[src/rtl/maquina_maluca.sv]
// -----------------------------------------------------------------------------
// maquina_maluca
// Sequencing FSM for an automatic coffee machine. A brew request seen in IDLE
// walks the machine through power-on, water check, optional reservoir fill,
// grind, filter, stir, lid and extraction, then back to IDLE. Every non-IDLE
// state lasts exactly one clock.
//
// An internal reservoir-full flag (agua_cheia_r) decides whether the fill step
// is taken. After a fill the flag stays set, so later brews skip the fill.
//
// Optional feature: define CONSUMO_AGUA_EN to clear the reservoir flag when
// leaving REALIZAR_EXTRACAO. With it defined, every brew cycle refills.
//
// Parameters:
//   AGUA_INICIAL - reset value of the reservoir-full flag (0 empty, 1 full)
//
// Ports:
//   clk   in   1  system clock, rising-edge active
//   rst   in   1  asynchronous active-high reset (state -> IDLE, flag reload)
//   start in   1  brew request, sampled only while in IDLE
//   state out  4  current state code, driven directly by the state register
// -----------------------------------------------------------------------------
module maquina_maluca #(
  parameter logic AGUA_INICIAL = 1'b0
) (
  input  logic       clk,
  input  logic       rst,
  input  logic       start,
  output logic [3:0] state
);

  // Fixed state encoding; codes 0 and 10-15 are unused and recover to IDLE.
  typedef enum logic [3:0] {
    IDLE                = 4'd1,
    LIGAR_MAQUINA       = 4'd2,
    VERIFICAR_AGUA      = 4'd3,
    ENCHER_RESERVATORIO = 4'd4,
    MOER_CAFE           = 4'd5,
    COLOCAR_NO_FILTRO   = 4'd6,
    PASSAR_AGITADOR     = 4'd7,
    TAMPAR              = 4'd8,
    REALIZAR_EXTRACAO   = 4'd9
  } state_t;

  state_t state_r;
  state_t state_nxt_s;
  logic   agua_cheia_r;
  logic   agua_cheia_nxt_s;

  // State register and reservoir flag; reset abandons any sequence in flight.
  always_ff @(posedge clk or posedge rst) begin
    if (rst) begin
      state_r      <= IDLE;
      agua_cheia_r <= AGUA_INICIAL;
    end else begin
      state_r      <= state_nxt_s;
      agua_cheia_r <= agua_cheia_nxt_s;
    end
  end

  // Next-state and next-flag logic.
  always_comb begin
    state_nxt_s      = IDLE;
    agua_cheia_nxt_s = agua_cheia_r;
    case (state_r)
      IDLE: begin
        if (start) begin
          state_nxt_s = LIGAR_MAQUINA;
        end else begin
          state_nxt_s = IDLE;
        end
      end
      LIGAR_MAQUINA: begin
        state_nxt_s = VERIFICAR_AGUA;
      end
      VERIFICAR_AGUA: begin
        if (agua_cheia_r) begin
          state_nxt_s = MOER_CAFE;
        end else begin
          state_nxt_s = ENCHER_RESERVATORIO;
        end
      end
      ENCHER_RESERVATORIO: begin
        // Return to the water check, which now sees a full reservoir.
        state_nxt_s      = VERIFICAR_AGUA;
        agua_cheia_nxt_s = 1'b1;
      end
      MOER_CAFE: begin
        state_nxt_s = COLOCAR_NO_FILTRO;
      end
      COLOCAR_NO_FILTRO: begin
        state_nxt_s = PASSAR_AGITADOR;
      end
      PASSAR_AGITADOR: begin
        state_nxt_s = TAMPAR;
      end
      TAMPAR: begin
        state_nxt_s = REALIZAR_EXTRACAO;
      end
      REALIZAR_EXTRACAO: begin
        state_nxt_s = IDLE;
`ifdef CONSUMO_AGUA_EN
        // Extraction uses up the reservoir; the next brew must refill.
        agua_cheia_nxt_s = 1'b0;
`else
        agua_cheia_nxt_s = agua_cheia_r;
`endif
      end
      default: begin
        // Unused code: recover to IDLE, leave the reservoir flag alone.
        state_nxt_s      = IDLE;
        agua_cheia_nxt_s = agua_cheia_r;
      end
    endcase
  end

  assign state = state_r;

endmodule

[config.mk]
export PLATFORM = sky130hd
export DESIGN_NAME = maquina_maluca
export DESIGN_NICKNAME = d
export VERILOG_FILES = /design/src/rtl/maquina_maluca.sv
export SDC_FILE = /design/constraint.sdc
export NUM_CORES = 1
export LEC_CHECK = 0
export ABC_AREA = 1
export BUFFER_PORTS_ARGS = -buffer_cell sky130_fd_sc_hd__buf_2
export CELL_PAD_IN_SITES_DETAIL_PLACEMENT = 2
export CELL_PAD_IN_SITES_GLOBAL_PLACEMENT = 2
export CORE_AREA = 2 2 39 41
export DETAILED_ROUTE_END_ITERATION = 8
export DIE_AREA = 0 0 41 43
export MAX_ROUTING_LAYER = met4
export PLACE_DENSITY_LB_ADDON = 0.12
export SLEW_MARGIN = 0
export SYNTH_ARGS = -nofsm -noshare
export SYNTH_HDL_FRONTEND = slang
export SYNTH_SLANG_ARGS = --single-unit
export TNS_END_PERCENT = 50
[constraint.sdc]
create_clock -name clk -period 1.14 [get_ports clk]
set_input_delay 0.285 -clock clk [delete_from_list [all_inputs] [get_ports clk]]
set_output_delay 0.285 -clock clk [all_outputs]
set_load 0.05 [all_outputs]
==> flow_metrics.env <==
export IMPL_path_buf_inv=1
export IMPL_synth_area_leaders="dfrtp_1 34%, nand2_1 16%, inv_1 14%, dfstp_2 9.1%, nand3_1 8.6%"
export IMPL_area_growth_pct=63.36
export IMPL_crit_path_end_kind="output port"
export IMPL_die_area_mm2=0.001763
export IMPL_htreeDepth=1
export IMPL_drt_first_pass_iters=2
export IMPL_async_flop_share=1.000
export IMPL_drt_first_iter_violations=1
export IMPL_critPathSlowestCell="dfstp_4"
export IMPL_grt_total_usage=0.1272
export IMPL_cts_buffer_depth=2
export IMPL_setup_violations=5
export IMPL_clock_sinks=5
export IMPL_layout_setup_ws_ns=-0.1462
export IMPL_pin_count=7
export IMPL_num_vias=318
export IMPL_fp_dieH_um=43
export IMPL_synth_common_cells="12 x nand2_1, 11 x inv_1, 5 x nand3_1, 5 x nor2_1, 4 x dfrtp_1"
export IMPL_antenna_found_initial=0
export IMPL_slew_headroom=0.8316
export IMPL_overflow=0
export IMPL_synth_top_area_share=0.3448
export IMPL_ant_nets=0
export IMPL_grt_pass1_wl_um=1428
export IMPL_cp_required_ns=0.85
export IMPL_grt_pass1_vias=353
export IMPL_fin_crit_sh=1.128
export IMPL_critical_path_class="flop to output port"
export IMPL_rsz0062_at_grt="yes"
export IMPL_finalHoldViolations=0
export IMPL_syn_avg_cell_area_um2=6.597
export IMPL_yosys_area_top_type="dfrtp_1"
export IMPL_path_max_fanout=2
export IMPL_fin_cells=75
export IMPL_fin_util=0.3427
export IMPL_dp_cells=68
export IMPL_layout_drive_gt1_share=0.4407
export IMPL_synthFlopType="dfrtp_1"
export IMPL_hp_class="input port to flop"
export IMPL_crit_family="flip-flops"
export IMPL_synth_cell_type_count=10
export IMPL_die_w_um=41
export IMPL_power_total_mw=1.578
export IMPL_core_area_mm2=0.001384
export IMPL_nFillCells=165
export IMPL_synth_seq_area_share=0.4353
export IMPL_final_max_slew_violation_count=0
export IMPL_max_freq_mhz=777.5
export IMPL_insertedDiodeCount=0
export IMPL_syn_nets=47
export IMPL_grt_max_degree=7
export IMPL_synth_edff_count=0
export IMPL_clock_root_buffer="clkbuf_4"
export IMPL_cts_tree="built"
export IMPL_irDropWorstVdd_mv=1.174
export IMPL_dp_hpwl_um=684.9
export IMPL_via_per_inst=4.240
export IMPL_cpPeakStageDelay_ns=0.62
export IMPL_io_buffers=6
export IMPL_syn_cell_area_um2=290.3
export IMPL_numCtsBuffers=3
export IMPL_leakagePower_nw=0.2479
export IMPL_max_cap_violations=0
export IMPL_outcome="finished with violations"
export IMPL_cellPowerDensity_mw_per_mm2=3328
export IMPL_violations="negative setup slack"
export IMPL_num_nets_final=63
export IMPL_start_util=0.2098
export IMPL_whs_ns=0.3601
export IMPL_insertion_delay_ns=0.24
export IMPL_tightestPinTransition_ns=0.2524
export IMPL_skew_ns=0.0005983
export IMPL_yosys_warnings=0
export IMPL_final_min_clock_period_ns=1.286
export IMPL_gp_congestion=0.6818
export IMPL_drc=0
export IMPL_start_kind="flop"
export IMPL_arrival_ns=1.00
export IMPL_yosysMostFrequentCell="nand2_1"
export IMPL_clk_pin_slew_ns=0.04
export IMPL_syn_instance_count=44
export IMPL_crit_chain="buf_8"
export IMPL_synth_seq_cells=5
export IMPL_rows=14
export IMPL_drt_total_wl_um=825
export IMPL_wl_per_cell_um=11.00
final timing paths:
| path | start | cells past startpoint | to | slack, ns |
|---|---|---|---|---|
| max | state[0] | 1 | state[0] | -0.15 |
| min | start | 3 | state[1] | 0.36 |
| max reg2reg | state[0] | 7 | state[0] | -0.08 |
| min reg2reg | agua_cheia_r | 2 | agua_cheia_r | 0.46 |
| max in group asynchronous | rst | 3 | state[0] | 0.42 |
| min in group asynchronous | rst | 3 | agua_cheia_r | 0.49 |
cell usage in the layout, fill, tap and decap left out:
cell type      count
nand4_1            2
buf_4              2
nor2_1             3
nand2_2            1
nand2_4            1
buf_6              5
dfrtp_1            1
dfstp_4            1
buf_2              2
buf_8              1
dlygate4sd3_1      1
nor2_4             1
inv_1             10
nand2_1           10
o21ai_2            1
dfrtp_2            3
inv_2              2
clkbuf_1           1
nand3_1            5
clkbuf_4           3
nor2_2             3
layout make-up:
type / instances / area, um2 / area share
Clock buffer: 4 / 26.28 / 0.05541
Inverter: 12 / 45.04 / 0.09499
Multi-Input combinational cell: 27 / 142.6 / 0.3008
Sequential cell: 5 / 133.9 / 0.2823
Tap cell: 16 / 20.02 / 0.04222
Timing Repair Buffer: 11 / 106.4 / 0.2243
through the flow:
step	setup WS, ns	setup TNS (ns)	cell area [um2]
after floorplan	-0.003816	-0.003816	302.8
after global placement	-0.03236	-0.03236	367.9
after detailed placement	-0.03756	-0.03756	367.9
after CTS	-0.1501	-0.4668	447.9
after global routing	-0.1692	-0.6508	474.2
final	-0.1462	-0.3088	474.2
flip-flops by register name, summed over array words and instances (netlist names):
register and cells:
agua_cheia_r 1, state 4
routing by layer:
| metal | routed length [um] | track usage | up-vias |
|---|---|---|---|
| met2 | 438 | 0.1875 | 3 |
| met3 | 17 | 0.01571 | 0 |
| li1 | - | - | 162 |
| met1 | 369 | 0.1471 | 153 |
| met5 | 0 | - | - |
| met4 | 0 | 0.1000 | 0 |
worst register-to-register path: stages (launching register included):
cell	delay, ns
dfstp_4	0.62
buf_6	0.12
nand2_4	0.06
inv_2	0.06
nand2_2	0.06
nor2_2	0.11
nor2_1	0.05
nand3_1	0.09
report_power, final:
group          switching, mW  internal (mW)
clock                 0.0701          0.132
sequential            0.0936          0.279
combinational          0.602          0.402
total                  0.765          0.813
repair_timing:
item / in CTS / in global routing
gates resized for setup: 9 / 7
hold buffers: 1 / 0
buffers inserted: 2 / 0
pin swaps: 0 / 2
endpoints found under the hold margin: 4 / 0
setup endpoints to repair: 5 / 9
logic make-up after synthesis:
logic type / Yosys count / synth area share
compound gates: 1 / 0.01722
buf+inv: 12 / 0.1552
flops: 5 / 0.4354
simple gates: 26 / 0.3922
No activity file was read; power rests on OpenSTA's default activity.
